[src/rtl/seven_seg_scan_driver.sv]
// seven_seg_scan_driver: multiplexed N-digit hex 7-segment scanner with shadow latch.
// Optional leading-zero blanking is enabled by defining SEVSEG_LZB_EN.
module seven_seg_scan_driver #(
   parameter int NUM_DIGITS = 4,
   parameter int SCAN_DIV   = 50000,
   parameter int ACTIVE_LOW = 1
) (
   input  logic                    clk,
   input  logic                    reset,
   input  logic [4*NUM_DIGITS-1:0] value,
   input  logic [NUM_DIGITS-1:0]   dp_in,
   input  logic                    load,
   input  logic                    blank_in,
   output logic [6:0]              seg_out,
   output logic                    dp_out,
   output logic [NUM_DIGITS-1:0]   digit_en,
   output logic                    scan_tick
);

   localparam int CNT_W = (SCAN_DIV > 1) ? $clog2(SCAN_DIV) : 1;
   localparam int IDX_W = (NUM_DIGITS > 1) ? $clog2(NUM_DIGITS) : 1;
   localparam logic [CNT_W-1:0] CNT_LAST = CNT_W'(SCAN_DIV - 1);
   localparam logic [IDX_W-1:0] IDX_LAST = IDX_W'(NUM_DIGITS - 1);
   localparam bit INV = (ACTIVE_LOW != 0);
   localparam logic [6:0] SEG_OFF = INV ? 7'h7F : 7'h00;
   localparam logic DP_OFF = INV;
   localparam logic [NUM_DIGITS-1:0] EN_OFF =
      INV ? {NUM_DIGITS{1'b1}} : {NUM_DIGITS{1'b0}};

   // Active-high gfedcba glyphs for the full hex set.
   function automatic logic [6:0] glyph(input logic [3:0] n);
      logic [6:0] g;
      case (n)
         4'h0: g = 7'h3F;
         4'h1: g = 7'h06;
         4'h2: g = 7'h5B;
         4'h3: g = 7'h4F;
         4'h4: g = 7'h66;
         4'h5: g = 7'h6D;
         4'h6: g = 7'h7D;
         4'h7: g = 7'h07;
         4'h8: g = 7'h7F;
         4'h9: g = 7'h6F;
         4'hA: g = 7'h77;
         4'hB: g = 7'h7C;
         4'hC: g = 7'h39;
         4'hD: g = 7'h5E;
         4'hE: g = 7'h79;
         default: g = 7'h71;
      endcase
      return g;
   endfunction

   logic [CNT_W-1:0]        cnt_q, cnt_d;
   logic [IDX_W-1:0]        idx_q, idx_d;
   logic [4*NUM_DIGITS-1:0] shadow_val_q, shadow_val_d;
   logic [NUM_DIGITS-1:0]   shadow_dp_q, shadow_dp_d;
   logic [6:0]              seg_q, seg_d;
   logic                    dp_q, dp_d;
   logic [NUM_DIGITS-1:0]   digit_en_q, digit_en_d;
   logic                    scan_tick_q, scan_tick_d;

   logic                    wrap;
   logic [3:0]              cur_nib;
   logic                    cur_dp;
   logic                    cur_lz;
   logic [NUM_DIGITS-1:0]   lz_mask;
   logic [NUM_DIGITS-1:0]   en_raw;
   logic [6:0]              seg_raw;
   logic                    dp_raw;
   logic                    suppress;

   // Prescaler and digit index; the index steps when the prescaler wraps.
   always_comb begin
      wrap  = (cnt_q == CNT_LAST);
      cnt_d = cnt_q + CNT_W'(1);
      idx_d = idx_q;
      if (wrap) begin
         cnt_d = '0;
         if (idx_q == IDX_LAST) begin
            idx_d = '0;
         end else begin
            idx_d = idx_q + IDX_W'(1);
         end
      end
   end

   // Shadow registers isolate the display from mid-scan changes on value.
   always_comb begin
      shadow_val_d = shadow_val_q;
      shadow_dp_d  = shadow_dp_q;
      if (load) begin
         shadow_val_d = value;
         shadow_dp_d  = dp_in;
      end
   end

`ifdef SEVSEG_LZB_EN
   logic lz_run;

   // Digit k>0 goes dark when it and every higher digit are zero.
   always_comb begin
      lz_mask = '0;
      lz_run  = 1'b1;
      for (int k = NUM_DIGITS - 1; k >= 1; k--) begin
         lz_run     = lz_run & (shadow_val_q[4*k +: 4] == 4'h0);
         lz_mask[k] = lz_run;
      end
   end
`else
   // Every digit always shows its glyph.
   always_comb begin
      lz_mask = '0;
   end
`endif

   // Select the nibble, dp and blanking flag of the digit being scanned.
   always_comb begin
      cur_nib = '0;
      cur_dp  = 1'b0;
      cur_lz  = 1'b0;
      en_raw  = '0;
      for (int k = 0; k < NUM_DIGITS; k++) begin
         if (idx_q == IDX_W'(k)) begin
            cur_nib   = shadow_val_q[4*k +: 4];
            cur_dp    = shadow_dp_q[k];
            cur_lz    = lz_mask[k];
            en_raw[k] = (cnt_q != '0);
         end
      end
   end

   // Next registered outputs; cnt==0 keeps digits dark to avoid bleed.
   always_comb begin
      suppress    = blank_in | cur_lz;
      seg_raw     = suppress ? 7'h00 : glyph(cur_nib);
      dp_raw      = ~blank_in & cur_dp;
      seg_d       = INV ? ~seg_raw : seg_raw;
      dp_d        = INV ? ~dp_raw : dp_raw;
      digit_en_d  = INV ? ~en_raw : en_raw;
      scan_tick_d = wrap;
   end

   // State and output registers; reset wins over load.
   always_ff @(posedge clk) begin
      if (reset) begin
         cnt_q        <= '0;
         idx_q        <= '0;
         shadow_val_q <= '0;
         shadow_dp_q  <= '0;
         seg_q        <= SEG_OFF;
         dp_q         <= DP_OFF;
         digit_en_q   <= EN_OFF;
         scan_tick_q  <= 1'b0;
      end else begin
         cnt_q        <= cnt_d;
         idx_q        <= idx_d;
         shadow_val_q <= shadow_val_d;
         shadow_dp_q  <= shadow_dp_d;
         seg_q        <= seg_d;
         dp_q         <= dp_d;
         digit_en_q   <= digit_en_d;
         scan_tick_q  <= scan_tick_d;
      end
   end

   assign seg_out   = seg_q;
   assign dp_out    = dp_q;
   assign digit_en  = digit_en_q;
   assign scan_tick = scan_tick_q;

endmodule

[config.mk]
export PLATFORM = sky130hd
export DESIGN_NAME = seven_seg_scan_driver
export DESIGN_NICKNAME = d
export VERILOG_FILES = /design/src/rtl/seven_seg_scan_driver.sv
export SDC_FILE = /design/constraint.sdc
export NUM_CORES = 1
export LEC_CHECK = 0
export BUFFER_PORTS_ARGS = -buffer_cell sky130_fd_sc_hd__buf_2
export CORE_AREA = 2 2 91 93
export CTS_BUF_LIST = sky130_fd_sc_hd__clkbuf_16
export DETAILED_ROUTE_END_ITERATION = 10
export DIE_AREA = 0 0 93 95
export PLACE_DENSITY = 0.52
export SYNTH_ARGS = -nofsm -noshare
export SYNTH_HDL_FRONTEND = slang
export SYNTH_SLANG_ARGS = --single-unit
[constraint.sdc]
create_clock -name clk -period 2.2 [get_ports clk]
set_input_delay 0.11 -clock clk [delete_from_list [all_inputs] [get_ports clk]]
set_output_delay 0.11 -clock clk [all_outputs]
set_load 0.01 [all_outputs]
==> flow_summary.toml <==
[pwr]
ir_worst_vdd_mv = 0.405
p_leak_nw = 1.12
p_per_area_nw_per_um2 = 659
total_power_mw = 1.86

[floorplanning]
ios = 37
initial_utilization = 0.293
core_um2 = 7930
rows = 33
die_w_um = 93
fp.dieH_um = 95
die-area_um2 = 8840

[yosys]
avgSynthCellArea_um2 = 9.39
ys_seq_area_frac = 0.440
synth_cell_types = 41
synth_warnings = 0
synth_edf_count = 0
synth-seq-cells = 51
ys.flop_type = "dfxtp_1"
synthesis.area_um2 = 2320
synthArstFlopShare = 0
syn_nets = 283
syn_inst = 247

[placed_design]
gp_routability_congestion = 0.851
io_buffers = 36
place_hpwl_um = 3600

[sta]
tns_ns = 0
drv_slew = 0
holdWs_ns = 0.0591
hold_violations = 0
finClkSkew_ns = 0.00321
min_period_ns = 2.00
worstMarginPinSlew_ns = 0.612
setup_viol = 0
fin_crit_sh = 0.908
slew_headroom = 0.592
rsz0062_at_grt = "false"
fmax_ghz = 0.500

[clocking]
cts_max_level = 2
clk_pin_slew_ns = 0.06
clk_path_buf_depth = 2
cts.hold.buffers_added = 0
clock_sinks = 51
cts_tree = "built"
postCtsSetupBuffers = 0
numCtsBuffers = 5
clkLatencyLatePin_ns = 0.28
clockRootBuffer = "clkbuf_16"

[route]
via_per_inst = 4.52
drtPass1Iterations = 4
totalWireLength_um = 4840
vias = 1775
drcViolationCount = 0
wl_per_cell_um = 12.3
antenna_left = 0
drt_iter0_markers = 52

[critical_path]
cp_cell_sequence = "inv_1, ha_1, buf_4, nand3b_1, a311o_2, or3_1, o221ai_1, nand2_1"
slowest_delay_ns = 0.48
path_buf_inv = 2
crit_family = "compound AO/OA/AOI/OAI gates"
cp.required_ns = 2.35
crit_path_max_fanout = 9
crit_path_end_kind = "flip-flop"
path_class = "reg2reg"
cp.arrival_ns = 2.15
critPathSlowestCell = "a311o_2"
cp-start-kind = "flip-flop"

[global_route]
grt-ovfl-total = 0
grt_pass1_wl_um = 8130
antenna_found_initial = 0
grt_pass1_vias = 1715
track_usage = 0.117
grt_max_degree = 27

[cells_and_area]
fillers = 848
drive_gt1_frac = 0.226
final_common_cell = "dfxtp_1"
area_growth_syn_to_layout_pct = 21.5
seq_area_um2 = 1020
nets = 325
diodes = 0
final_cell_mix = "dfxtp_1, nor2_1, buf_2"
multi_input_area_um2 = 1240

[status]
status = "finished, final reports clean"

[job]
cap_violations = 0

[worst_hold_path]
holdCritPathClass = "in2reg"
per-stage QoR:
stage | worst slack, ns | util | std cells | instance area (um^2)
final | 0.201 | 0.355 | 393 | 2820
after global routing | 0.0151 | 0.355 | 393 | 2820
after CTS | 0.0391 | 0.351 | 393 | 2780
after detailed placement | 0.00380 | 0.334 | 387 | 2650
after global placement | 0.0204 | 0.334 | 387 | 2650
after floorplan | 0.0799 | - | 247 | 2320
sequential cells by signal, indices dropped and copies added, names as in the netlist:
| name | count |
|---|---|
| cnt_q | 16 |
| shadow_val_q | 16 |
| seg_out | 7 |
| digit_en | 4 |
| shadow_dp_q | 4 |
| idx_q | 2 |
| dp_out | 1 |
| scan_tick | 1 |
report_power, final:
part | internal (mW) | switching (mW) | total [mW]
clock | 0.404 | 0.297 | 0.701
combinational | 0.0831 | 0.0882 | 0.171
sequential | 0.961 | 0.0236 | 0.985
total | 1.45 | 0.409 | 1.86
cell families after synthesis:
logic type                 share of synthesized area
xor gates and xnor gates                      0.0529
DFF                                            0.440
adders and majority gates                     0.0647
and+or+nand+nor                                0.215
buffers and inverters                         0.0404
muxes                                         0.0992
AOI/OAI and AO/OA                             0.0879
worst register-to-register path: stages (launching register included):
cell and delay [ns]:
dfxtp_1 0.34, inv_1 0.09, ha_1 0.22, buf_4 0.16, nand3b_1 0.12, a311o_2 0.48
or3_1 0.33, o221ai_1 0.08, nand2_1 0.07
routing by layer:
metal / track usage / share of wire / up-vias
met5: 0 / 0 / -
met4: 0.0429 / 0.016 / 0
met3: 0.0303 / 0.036 / 6
met2: 0.202 / 0.50 / 30
met1: 0.142 / 0.45 / 815
li1: - / - / 924
path summary, 6_finish.rpt:
path,from,cells past startpoint,end,slack (ns)
setup / recovery,idx_q[1],8,seg_out[0],0.20
hold / removal,value[11],3,shadow_val_q[11],0.06
setup reg to reg,idx_q[1],8,seg_out[0],0.20
hold reg to reg,shadow_val_q[9],2,shadow_val_q[9],0.49
cells in the mapped netlist, drive strengths merged, types with 2 or more instances:
master	count	area (um^2)
o221ai	3	26.3
o21ai	4	20.0
a22o	2	17.5
nand3	7	35.0
xor2	3	26.3
nand3b	5	50.1
nand2	19	71.3
nor2	44	165
xnor2	11	96.3
nor2b	2	12.5
a31oi	3	18.8
clkbuf	5	18.8
nor4	2	27.5
or3	3	18.8
mux2i	23	230
ha	12	150
and2	2	12.5
dfxtp	51	1020
buf	5	30.0
and3	3	18.8
nor3b	2	15.0
nor3	4	20.0
a311oi	2	23.8
a21oi	4	20.0
nand2b	3	18.8
a221o	3	30.0
inv	12	45.0
area by class of cell:
cell class                 instances  share of cell area
clock buffer                       5              0.0444
timing repair buffer              45              0.0879
clock inverter                     1             0.00133
multi-input combinational        174               0.441
inverter                          12              0.0160
sequential                        51               0.363
tap                              105              0.0466
repair_timing:
item,in CTS,in global routing
endpoints found under the setup margin,2,6
gates resized for setup,1,9
pin swaps,0,0
Note: power is estimated with default switching activity, not from simulation.
